**src/rtl/fdd_sd_arbiter_pkg.sv**
```systemverilog
// Shared types and constants for the floppy-drive SD block-port arbiter.
package fdd_pkg;

  localparam int unsigned FDD_NUM_DRIVES = 4;
  localparam int unsigned FDD_LBA_W      = 32;
  localparam int unsigned FDD_BLKCNT_W   = 6;
  localparam int unsigned FDD_IDX_W      = 2;

  typedef enum logic [1:0] {
    ARB_IDLE    = 2'd0,
    ARB_ISSUE   = 2'd1,
    ARB_ACTIVE  = 2'd2,
    ARB_RELEASE = 2'd3
  } fdd_arb_state_t;

endpackage

```
**src/rtl/fdd_sd_arbiter_if.sv**
```systemverilog
// Bundle of per-drive request lanes and the single host SD block channel.
interface fdd_sd_arbiter_if
  import fdd_pkg::*;
#(
  parameter int unsigned NUM_DRIVES = FDD_NUM_DRIVES
);

  logic [FDD_LBA_W-1:0]    req_lba     [0:NUM_DRIVES-1];
  logic [FDD_BLKCNT_W-1:0] req_blk_cnt [0:NUM_DRIVES-1];
  logic [NUM_DRIVES-1:0]   req_rd;
  logic [NUM_DRIVES-1:0]   req_wr;
  logic [NUM_DRIVES-1:0]   req_ack;
  logic [NUM_DRIVES-1:0]   req_buff_wr;
  logic [7:0]              req_buff_din [0:NUM_DRIVES-1];
  logic [NUM_DRIVES-1:0]   req_err;
  logic [FDD_LBA_W-1:0]    sd_lba;
  logic [FDD_BLKCNT_W-1:0] sd_blk_cnt;
  logic                    sd_rd;
  logic                    sd_wr;
  logic                    sd_ack;
  logic                    sd_buff_wr;
  logic [7:0]              sd_buff_din;
  logic [NUM_DRIVES-1:0]   grant;
  logic                    busy;

  // Arbiter side.
  modport slave (
    input  req_lba, req_blk_cnt, req_rd, req_wr, req_buff_din, sd_ack, sd_buff_wr,
    output req_ack, req_buff_wr, req_err, sd_lba, sd_blk_cnt, sd_rd, sd_wr,
           sd_buff_din, grant, busy
  );

  // Drives plus host side.
  modport master (
    output req_lba, req_blk_cnt, req_rd, req_wr, req_buff_din, sd_ack, sd_buff_wr,
    input  req_ack, req_buff_wr, req_err, sd_lba, sd_blk_cnt, sd_rd, sd_wr,
           sd_buff_din, grant, busy
  );

endinterface

```
**src/rtl/fdd_sd_arbiter_rr_pick.sv**
```systemverilog
// Combinational round-robin priority encoder: first requester after `last`.
module fdd_rr_pick
  import fdd_pkg::*;
(
  input  logic [FDD_NUM_DRIVES-1:0] req_i,
  input  logic [FDD_IDX_W-1:0]      last_i,
  output logic                      hit_o,
  output logic [FDD_IDX_W-1:0]      idx_o
);

  // Walk from farthest to nearest so the nearest candidate is the last one written.
  always_comb begin
    logic [FDD_IDX_W-1:0] cand;
    hit_o = 1'b0;
    idx_o = '0;
    cand  = '0;
    for (int unsigned i = FDD_NUM_DRIVES; i >= 1; i--) begin
      cand = last_i + i[FDD_IDX_W-1:0];
      if (req_i[cand]) begin
        hit_o = 1'b1;
        idx_o = cand;
      end
    end
  end

endmodule

```
**src/rtl/fdd_sd_arbiter.sv**
```systemverilog
// Round-robin sharing of the host SD block port among four floppy drives.
// Optional ISSUE-state timeout with per-drive abort pulse: FDD_SD_ARB_TIMEOUT_EN.
module fdd_sd_arbiter
  import fdd_pkg::*;
#(
  parameter int unsigned NUM_DRIVES     = FDD_NUM_DRIVES,
  parameter logic [31:0] TIMEOUT_CYCLES = 32'd50_000_000
)(
  input  logic             clk,
  input  logic             resetn,
  fdd_sd_arbiter_if.slave  bus
);

  fdd_arb_state_t          state_q, state_d;
  logic [FDD_IDX_W-1:0]    last_q,  last_d;
  logic [FDD_IDX_W-1:0]    gidx_q,  gidx_d;
  logic [NUM_DRIVES-1:0]   grant_q, grant_d;
  logic                    sd_rd_q, sd_rd_d;
  logic                    sd_wr_q, sd_wr_d;
  logic [FDD_LBA_W-1:0]    lba_q,   lba_d;
  logic [FDD_BLKCNT_W-1:0] blk_q,   blk_d;

  logic [NUM_DRIVES-1:0]   req_any;
  logic                    pick_hit;
  logic [FDD_IDX_W-1:0]    pick_idx;
  logic                    timeout;
  logic                    fwd;

  assign req_any = bus.req_rd | bus.req_wr;

  fdd_rr_pick u_pick (
    .req_i  (req_any),
    .last_i (last_q),
    .hit_o  (pick_hit),
    .idx_o  (pick_idx)
  );

`ifdef FDD_SD_ARB_TIMEOUT_EN
  logic [31:0] cnt_q;

  // Held at zero outside ISSUE, so it restarts on every ISSUE entry.
  always_ff @(posedge clk or negedge resetn) begin
    if (!resetn)                  cnt_q <= '0;
    else if (state_q != ARB_ISSUE) cnt_q <= '0;
    else                          cnt_q <= cnt_q + 32'd1;
  end

  assign timeout = (state_q == ARB_ISSUE) && !bus.sd_ack && (cnt_q == TIMEOUT_CYCLES);
`else
  logic [31:0] unused_timeout_cycles;
  assign unused_timeout_cycles = TIMEOUT_CYCLES;
  assign timeout = 1'b0;
`endif

  always_comb begin
    state_d = state_q;
    last_d  = last_q;
    gidx_d  = gidx_q;
    grant_d = grant_q;
    sd_rd_d = sd_rd_q;
    sd_wr_d = sd_wr_q;
    lba_d   = lba_q;
    blk_d   = blk_q;
    unique case (state_q)
      ARB_IDLE: begin
        if (pick_hit) begin
          lba_d             = bus.req_lba[pick_idx];
          blk_d             = bus.req_blk_cnt[pick_idx];
          gidx_d            = pick_idx;
          grant_d           = '0;
          grant_d[pick_idx] = 1'b1;
          sd_wr_d           = bus.req_wr[pick_idx];
          sd_rd_d           = !bus.req_wr[pick_idx];
          state_d           = ARB_ISSUE;
        end
      end
      ARB_ISSUE: begin
        if (bus.sd_ack) begin
          sd_rd_d = 1'b0;
          sd_wr_d = 1'b0;
          state_d = ARB_ACTIVE;
        end else if (timeout) begin
          sd_rd_d = 1'b0;
          sd_wr_d = 1'b0;
          state_d = ARB_RELEASE;
        end
      end
      ARB_ACTIVE: begin
        if (!bus.sd_ack) state_d = ARB_RELEASE;
      end
      ARB_RELEASE: begin
        last_d  = gidx_q;
        grant_d = '0;
        state_d = ARB_IDLE;
      end
      default: state_d = ARB_IDLE;
    endcase
  end

  always_ff @(posedge clk or negedge resetn) begin
    if (!resetn) begin
      state_q <= ARB_IDLE;
      last_q  <= 2'd3;
      gidx_q  <= '0;
      grant_q <= '0;
      sd_rd_q <= 1'b0;
      sd_wr_q <= 1'b0;
      lba_q   <= '0;
      blk_q   <= '0;
    end else begin
      state_q <= state_d;
      last_q  <= last_d;
      gidx_q  <= gidx_d;
      grant_q <= grant_d;
      sd_rd_q <= sd_rd_d;
      sd_wr_q <= sd_wr_d;
      lba_q   <= lba_d;
      blk_q   <= blk_d;
    end
  end

  // Host ack and buffer strobes only reach a drive while its transfer is live.
  assign fwd             = (state_q == ARB_ISSUE) || (state_q == ARB_ACTIVE);
  assign bus.req_ack     = (fwd && bus.sd_ack)     ? grant_q : '0;
  assign bus.req_buff_wr = (fwd && bus.sd_buff_wr) ? grant_q : '0;
  assign bus.req_err     = timeout ? grant_q : '0;
  assign bus.sd_buff_din = bus.req_buff_din[gidx_q];
  assign bus.sd_lba      = lba_q;
  assign bus.sd_blk_cnt  = blk_q;
  assign bus.sd_rd       = sd_rd_q;
  assign bus.sd_wr       = sd_wr_q;
  assign bus.grant       = grant_q;
  assign bus.busy        = (state_q != ARB_IDLE);

endmodule

```
**src/flat_wrapper.sv**
```systemverilog
// flat-port wrapper written by rule: the top's interface ports become plain ports
module fdd_sd_arbiter_flat import fdd_pkg::*;
#(
  parameter int unsigned NUM_DRIVES     = FDD_NUM_DRIVES,
  parameter logic [31:0] TIMEOUT_CYCLES = 32'd50_000_000
)
  (clk, resetn, bus_req_lba, bus_req_blk_cnt, bus_req_rd, bus_req_wr, bus_req_buff_din, bus_sd_ack, bus_sd_buff_wr, bus_req_ack, bus_req_buff_wr, bus_req_err, bus_sd_lba, bus_sd_blk_cnt, bus_sd_rd, bus_sd_wr, bus_sd_buff_din, bus_grant, bus_busy);
  fdd_sd_arbiter_if #(.NUM_DRIVES(NUM_DRIVES)) bus_i ();
  input  logic clk;
  input  logic resetn;
  input wire logic [$bits(bus_i.req_lba)-1:0] bus_req_lba;
  input wire logic [$bits(bus_i.req_blk_cnt)-1:0] bus_req_blk_cnt;
  input wire logic [$bits(bus_i.req_rd)-1:0] bus_req_rd;
  input wire logic [$bits(bus_i.req_wr)-1:0] bus_req_wr;
  input wire logic [$bits(bus_i.req_buff_din)-1:0] bus_req_buff_din;
  input wire logic [$bits(bus_i.sd_ack)-1:0] bus_sd_ack;
  input wire logic [$bits(bus_i.sd_buff_wr)-1:0] bus_sd_buff_wr;
  output wire logic [$bits(bus_i.req_ack)-1:0] bus_req_ack;
  output wire logic [$bits(bus_i.req_buff_wr)-1:0] bus_req_buff_wr;
  output wire logic [$bits(bus_i.req_err)-1:0] bus_req_err;
  output wire logic [$bits(bus_i.sd_lba)-1:0] bus_sd_lba;
  output wire logic [$bits(bus_i.sd_blk_cnt)-1:0] bus_sd_blk_cnt;
  output wire logic [$bits(bus_i.sd_rd)-1:0] bus_sd_rd;
  output wire logic [$bits(bus_i.sd_wr)-1:0] bus_sd_wr;
  output wire logic [$bits(bus_i.sd_buff_din)-1:0] bus_sd_buff_din;
  output wire logic [$bits(bus_i.grant)-1:0] bus_grant;
  output wire logic [$bits(bus_i.busy)-1:0] bus_busy;
  assign bus_i.req_lba = {>>{bus_req_lba}};
  assign bus_i.req_blk_cnt = {>>{bus_req_blk_cnt}};
  assign bus_i.req_rd = bus_req_rd;
  assign bus_i.req_wr = bus_req_wr;
  assign bus_i.req_buff_din = {>>{bus_req_buff_din}};
  assign bus_i.sd_ack = bus_sd_ack;
  assign bus_i.sd_buff_wr = bus_sd_buff_wr;
  assign bus_req_ack = bus_i.req_ack;
  assign bus_req_buff_wr = bus_i.req_buff_wr;
  assign bus_req_err = bus_i.req_err;
  assign bus_sd_lba = bus_i.sd_lba;
  assign bus_sd_blk_cnt = bus_i.sd_blk_cnt;
  assign bus_sd_rd = bus_i.sd_rd;
  assign bus_sd_wr = bus_i.sd_wr;
  assign bus_sd_buff_din = bus_i.sd_buff_din;
  assign bus_grant = bus_i.grant;
  assign bus_busy = bus_i.busy;
  fdd_sd_arbiter #(.NUM_DRIVES(NUM_DRIVES), .TIMEOUT_CYCLES(TIMEOUT_CYCLES)) u_core (.clk(clk), .resetn(resetn), .bus(bus_i));
endmodule
```
**config.mk**
```make
export PLATFORM = sky130hd
export DESIGN_NAME = fdd_sd_arbiter_flat
export DESIGN_NICKNAME = d
export VERILOG_FILES = /design/src/rtl/fdd_sd_arbiter_pkg.sv /design/src/rtl/fdd_sd_arbiter_if.sv /design/src/rtl/fdd_sd_arbiter_rr_pick.sv /design/src/rtl/fdd_sd_arbiter.sv /design/src/flat_wrapper.sv
export SDC_FILE = /design/constraint.sdc
export NUM_CORES = 1
export LEC_CHECK = 0
export CAP_MARGIN = 40
export CELL_PAD_IN_SITES_DETAIL_PLACEMENT = 0
export CELL_PAD_IN_SITES_GLOBAL_PLACEMENT = 1
export CORE_ASPECT_RATIO = 2
export CORE_MARGIN = 2
export CORE_UTILIZATION = 25
export CTS_CLUSTER_SIZE = 12
export DETAILED_ROUTE_END_ITERATION = 7
export GPL_ROUTABILITY_DRIVEN = 0
export HOLD_SLACK_MARGIN = 0.15
export PLACE_DENSITY = 0.88
export SLEW_MARGIN = 20
export SYNTH_ARGS = -nofsm -noshare
export SYNTH_HDL_FRONTEND = slang
export SYNTH_HIERARCHICAL = 1
export SYNTH_SLANG_ARGS = --single-unit
```
**constraint.sdc**
```tcl
create_clock -name clk -period 2.96 [get_ports clk]
set_clock_uncertainty 0.15 [all_clocks]
set_input_delay 0.592 -clock clk [delete_from_list [all_inputs] [get_ports clk]]
set_output_delay 0.592 -clock clk [all_outputs]
set_load 0.02 [all_outputs]
```
Word-level counts from Yosys, hierarchy flattened
Index checks and enable logic that the tools add are counted.
{"block": "totals", "ff_bits": 50, "in_bits": 196, "output_inout_bits": 65, "word_cells": 83}
{"block": "classes", "add_sub_neg": 3, "magnitude_cmp": 8, "eq_ne": 6, "muxes": 42, "n_bitwise": 3, "n_reduce_logical": 13}
{"cell": "32-bit binary-select mux with 2-bit select", "n": 1}
{"cell": "32-bit 2-to-1 mux", "n": 2}
{"cell": "8-bit binary-select mux with 2-bit select", "n": 1}
{"cell": "8-bit 2-to-1 mux", "n": 2}
{"cell": "2-bit by 3-bit less-than comparator with 1-bit output (second input constant)", "n": 5}
{"cell": "2-bit 2-to-1 mux", "n": 7}
{"cell": "1-bit 2-to-1 mux", "n": 13}
{"cell": "6-bit binary-select mux with 2-bit select", "n": 1}
{"cell": "4-bit 2-to-1 mux", "n": 3}
{"cell": "6-bit 2-to-1 mux", "n": 2}
{"cell": "1-bit binary-select mux with 2-bit select", "n": 5}
{"cell": "2-bit one-hot mux with 4 select lines", "n": 1}
{"cell": "4-bit one-hot mux with 2 select lines", "n": 1}
{"cell": "3-bit greater-or-equal comparator (second input constant)", "n": 2}
{"cell": "2-bit NOT with 3-bit output", "n": 2}
{"cell": "3-bit AND reduction", "n": 2}
{"cell": "2-bit nonzero test", "n": 3}
{"cell": "2-bit adder (second input constant)", "n": 2}
{"cell": "2-bit == test (second input constant)", "n": 2}
{"cell": "2-bit != test (second input constant)", "n": 2}
{"cell": "4-bit OR", "n": 1}
{"cell": "1-bit one-hot mux with 2 select lines", "n": 2}
{"cell": "2-bit AND reduction", "n": 2}
{"cell": "1-bit logical AND", "n": 3}
{"cell": "other kinds (8)", "n": 8}

Depth between registers and ports, before layout
{"block": "depth", "word_depth": 13, "ltp_mapped": 9}

Hierarchy
The synthesis kept the hierarchy.
{"mod": "fdd_sd_arbiter", "n_inst": 1, "cells_each": 207, "area_each_um2": 3294.4, "seq_area_each_um2": 1253.7}
{"mod": "fdd_rr_pick", "n_inst": 1, "cells_each": 14, "area_each_um2": 91.3, "seq_area_each_um2": 0.0}

Least setup slack after synthesis
Ideal clock, no wire load.
{"block": "synth_timing", "path_kind": "input port to flip-flop", "from": "input port bus_req_rd[2]", "to": "register u_core.lba_q[26] (netlist: u_core/bus.sd_lba[26])", "setup_ns": 0.125, "t_arrival_ns": 2.386, "required_ns": 2.685, "slack_ns": 0.299, "stages": 8, "n_path_buf": 2, "cell_sequence": "or2_2 and2b_1 a21oi_2 o221ai_2 buf_6 buf_6 mux4_2 mux2_2"}
{"block": "synth_between", "elab_chain_len": 11}
{"item": "start: declaration", "line": "flat_wrapper.sv:13", "rtl": "input wire logic [$bits(bus_i.req_rd)-1:0] bus_req_rd;"}
{"item": "4-bit OR (*)", "line": "fdd_sd_arbiter.sv:29", "rtl": "assign req_any = bus.req_rd | bus.req_wr;"}
{"item": "1-bit binary-select mux with 2-bit select", "line": "fdd_sd_arbiter_rr_pick.sv:19", "rtl": "if (req_i[cand]) begin"}
{"item": "1-bit 2-to-1 mux (implied by the code)", "line": "fdd_sd_arbiter_rr_pick.sv:19"}
{"item": "2-bit 2-to-1 mux (3 in a row)", "line": "fdd_sd_arbiter_rr_pick.sv:19"}
{"item": "2-bit 2-to-1 mux (*)", "line": "fdd_sd_arbiter_rr_pick.sv:19"}
{"item": "net u_core.pick_idx[0]", "line": "fdd_sd_arbiter.sv:25", "rtl": "logic [FDD_IDX_W-1:0] pick_idx;"}
{"item": "2-bit NOT with 3-bit output (implied by the code) (*)", "line": "fdd_sd_arbiter.sv:67", "rtl": "lba_d = bus.req_lba[pick_idx];"}
{"item": "32-bit binary-select mux with 2-bit select (*)", "line": "fdd_sd_arbiter.sv:67"}
{"item": "32-bit 2-to-1 mux (implied by the code) (*) (2 in a row)", "line": "fdd_sd_arbiter.sv:67"}
{"item": "end signal: assignment", "line": "fdd_sd_arbiter.sv:117", "rtl": "lba_q <= lba_d;"}
{"item": "end: declaration", "line": "fdd_sd_arbiter.sv:20", "rtl": "logic [FDD_LBA_W-1:0] lba_q, lba_d;"}
Mark *: on every way through the listed nets, which the timed path passes. The rest lies on a longest branch. The select of a mux whose other input is x is not followed.
A chain may end at the register's enable or synchronous reset.

Worst setup path after layout
{"block": "layout_timing", "from": "input port bus_req_rd[2]", "to": "register u_core.lba_q[11] (netlist: u_core/bus.sd_lba[11])"}
{"block": "layout_between", "elab_chain_len": 11}
{"item": "4-bit OR (*)", "line": "fdd_sd_arbiter.sv:29"}
{"item": "net u_core.req_any[2]", "line": "fdd_sd_arbiter.sv:23", "rtl": "logic [NUM_DRIVES-1:0] req_any;"}
{"item": "1-bit binary-select mux with 2-bit select", "line": "fdd_sd_arbiter_rr_pick.sv:19"}
{"item": "1-bit 2-to-1 mux (implied by the code)", "line": "fdd_sd_arbiter_rr_pick.sv:19"}
{"item": "2-bit 2-to-1 mux (3 in a row)", "line": "fdd_sd_arbiter_rr_pick.sv:19"}
{"item": "2-bit 2-to-1 mux (*)", "line": "fdd_sd_arbiter_rr_pick.sv:19"}
{"item": "net u_core.pick_idx[0]", "line": "fdd_sd_arbiter.sv:25"}
{"item": "2-bit NOT with 3-bit output (implied by the code) (*)", "line": "fdd_sd_arbiter.sv:67"}
{"item": "32-bit binary-select mux with 2-bit select (*)", "line": "fdd_sd_arbiter.sv:67"}
{"item": "32-bit 2-to-1 mux (implied by the code) (*) (2 in a row)", "line": "fdd_sd_arbiter.sv:67"}
Marks and branches as above.

==> flow_summary.ini <==
[timing]
fin_crit_ps = 2850
slew_violations = 0
holdWs_ps = 357
setup_viol = 0
setup_tns_ps = 0
tightest_slew_ps = 623
grt_setup_unrepaired = false
max_freq_mhz = 351
hold_viol_final = 0
post-route-period-util_pct = 96.3
slew_headroom_pct = 58.5

[grt]
grtUsageTotal_pct = 16.1
antenna_found_initial = 0
grt_pass1_wl_um = 18000
grt_overflow_total = 0
grt_max_degree = 44
grt_pass1_vias = 3461

[synthesis]
synth_common_cells = dfrtp_1 (48), mux4_2 (46), mux2_2 (44)
synth_top_cell_by_area = dfrtp_1
async_flop_share_pct = 100
synth_edf_count = 0
synth.most_common_cell = dfrtp_1
ys_types = 32
ys.flop_type = dfrtp_1
syn_inst = 221
yosysSeqAreaShare_pct = 37.0
netlist_area_um2 = 3390
yosys_warnings = 6
post-synth-top-area-fraction_pct = 35.5
synth_area_leaders = dfrtp_1 (35%), mux4_2 (31%), mux2_2 (15%), ha_1 (2.2%), buf_12 (1.8%)
ys_ff_latch = 50
syn_area_per_cell_um2 = 15.3

[die]
die_h_um = 169
initial_utilization_pct = 25.3
pin_count = 261
core-area_um2 = 13400
rows = 60
die_w_um = 86.3
dieArea_um2 = 14500

[power_and_ir_drop]
peakVddDrop_mv = 0.598
p_per_area_nw_per_um2 = 921
p_leak_nw = 2.50

[cells_and_area]
nNetsFinal = 690
drive_gt1_share_pct = 26.4
area_growth_pct = 88.9
final_util_pct = 47.9
diodes = 0

[route]
num_vias = 3088
remaining_drc_errors = 0
routed_wire_length_per_instance_um = 18.8
drtIter0Drc = 50
drt-total-wl_um = 12100
ant_nets = 0
firstDrtPassIters = 4
viasPerCell = 4.80

[placed_design]
dp_hpwl_um = 9890
io_buffers = 256

[critical_path]
worstSetupPathType = in2reg
critPathLaunchType = input pin
r2r-end = u_core/bus.sd_lba[11]
arrival_ps = 2880
crit_fanout = 11
reg2regPathDepth = 7
end_kind = flop
rr_startpoint = u_core/last_q[1]
required_ps = 2990
reg2reg_slack_ps = 560

[run]
cap_violations = 0

[hold_path]
hold_path_class = reg2reg
hold-path-cell-count = 1
hp-start = u_core/bus.sd_blk_cnt[0]
min_to = u_core/bus.sd_blk_cnt[0]

[cts]
cts_tree = yes
cts_root_buf = clkbuf_16
cts_sinks = 50
path_clk_slew_ps = 70
clkLatencyLatePin_ps = 290
cts_max_level = 2
cts_buffers = 5
clock_tree.buffer_depth = 2

[outcome]
outcome = completed
[worst max path at each step]
stage,cells after the start,end,startpoint
2_1_floorplan,8,u_core/bus.sd_lba[26],bus_req_rd[2]
3_3_place_gp,8,u_core/bus.sd_lba[23],bus_req_wr[2]
3_5_place_dp,8,u_core/bus.sd_lba[21],bus_req_rd[2]
4_1_cts,9,u_core/bus.sd_lba[21],bus_req_rd[2]
5_1_grt,9,u_core/bus.sd_lba[17],bus_req_rd[2]
6_report,9,u_core/bus.sd_lba[11],bus_req_rd[2]
[metrics by stage]
step                      instance area (um^2)  setup slack (ps)  power (W)  instances
after floorplan                           3400               299    0.00372        224
after global placement                    6170              -286    0.00513        632
after detailed placement                  6170              -351    0.00525        632
after CTS                                 6360              49.5    0.00591        643
after global routing                      6390              12.7    0.00623        644
final                                     6390               110    0.00589        644
[power by group]
| part | total (W) | internal [W] | switching (W) | leakage, nW |
|---|---|---|---|---|
| registers | 0.00133 | 0.00106 | 0.000275 | 0.588 |
| logic | 0.00398 | 0.00232 | 0.00166 | 1.84 |
| clock network | 0.000581 | 0.000315 | 0.000266 | 0.0708 |
| total | 0.00589 | 0.00369 | 0.00220 | 2.50 |
[per-layer routing]
metal  global-route usage, %  part of all wire, %  vias up
met2                    31.5                   57      173
met3                    3.32                  7.6       17
met5                       0                    0        -
met4                    5.10                  2.5        0
met1                    16.4                   32     1500
li1                        -                    -     1398
[registers in the layout, indices dropped and copies added, names as in the netlist]
name and flops:
u_core/bus.sd_lba 32, u_core/state_q 2, u_core/bus.sd_blk_cnt 6, u_core/gidx_q 2, u_core/last_q 2, u_core/bus.sd_wr 1
u_core/bus.sd_rd 1, u_core/bus.grant 4
[logic make-up after synthesis]
family          after synthesis  share of synthesized area [%]
flops                        50                           37.0
mux                          95                           47.2
compound gates               13                           2.77
simple gates                 31                           5.28
fa+ha+maj                     6                           2.22
other cells                   1                          0.111
buf+inv                      25                           5.40
[layout make-up]
class / instances / area [um^2]
multi-input cells: 149 / 1990
fillers: 1218 / 6970
well taps: 155 / 194
inverters: 5 / 18.8
clock inverters: 2 / 13.8
repair buffers: 277 / 2800
clock buffers: 6 / 129
flip-flops and latches: 50 / 1250
[worst max-delay path, stage by stage]
cell             delay, ps
clkdlybuf4s50_1        420
or2_4                  260
and2b_1                220
a21oi_2                 50
o221ai_4               210
buf_12                 170
clkbuf_16              180
mux4_2                 490
mux2_2                 270
[placed cells by master, fill, tap and decap left out, types with 2 or more instances in the layout]
cell             synthesis  routed
o21ai_0                  2       2
or2_2                    4       3
o31ai_1                  2       2
ha_1                     6       6
dfstp_2                  2       2
conb_1                   1       4
inv_1                    5       5
mux2_2                  44      44
buf_12                   3       3
nand2_1                  4       3
nand2b_1                 5       5
nor2_1                   4       4
mux2i_1                  4       4
clkbuf_16                0       6
nor2b_1                  2       2
a21oi_1                  4       3
buf_4                    4      14
clkdlybuf4s50_1          0     255
dfrtp_1                 48      47
mux4_2                  46      46
and3_1                   8       8
[repair_timing]
action / in CTS / in global routing
gates resized for setup: 2 / 2
hold buffers: 1 / 0
setup endpoints to repair: 25 / 30
hold endpoints to repair: 7 / 0
buffers inserted: 2 / 0
cloned: 0 / 1
pin swaps: 1 / 1
(Power assumes the default switching activity.)
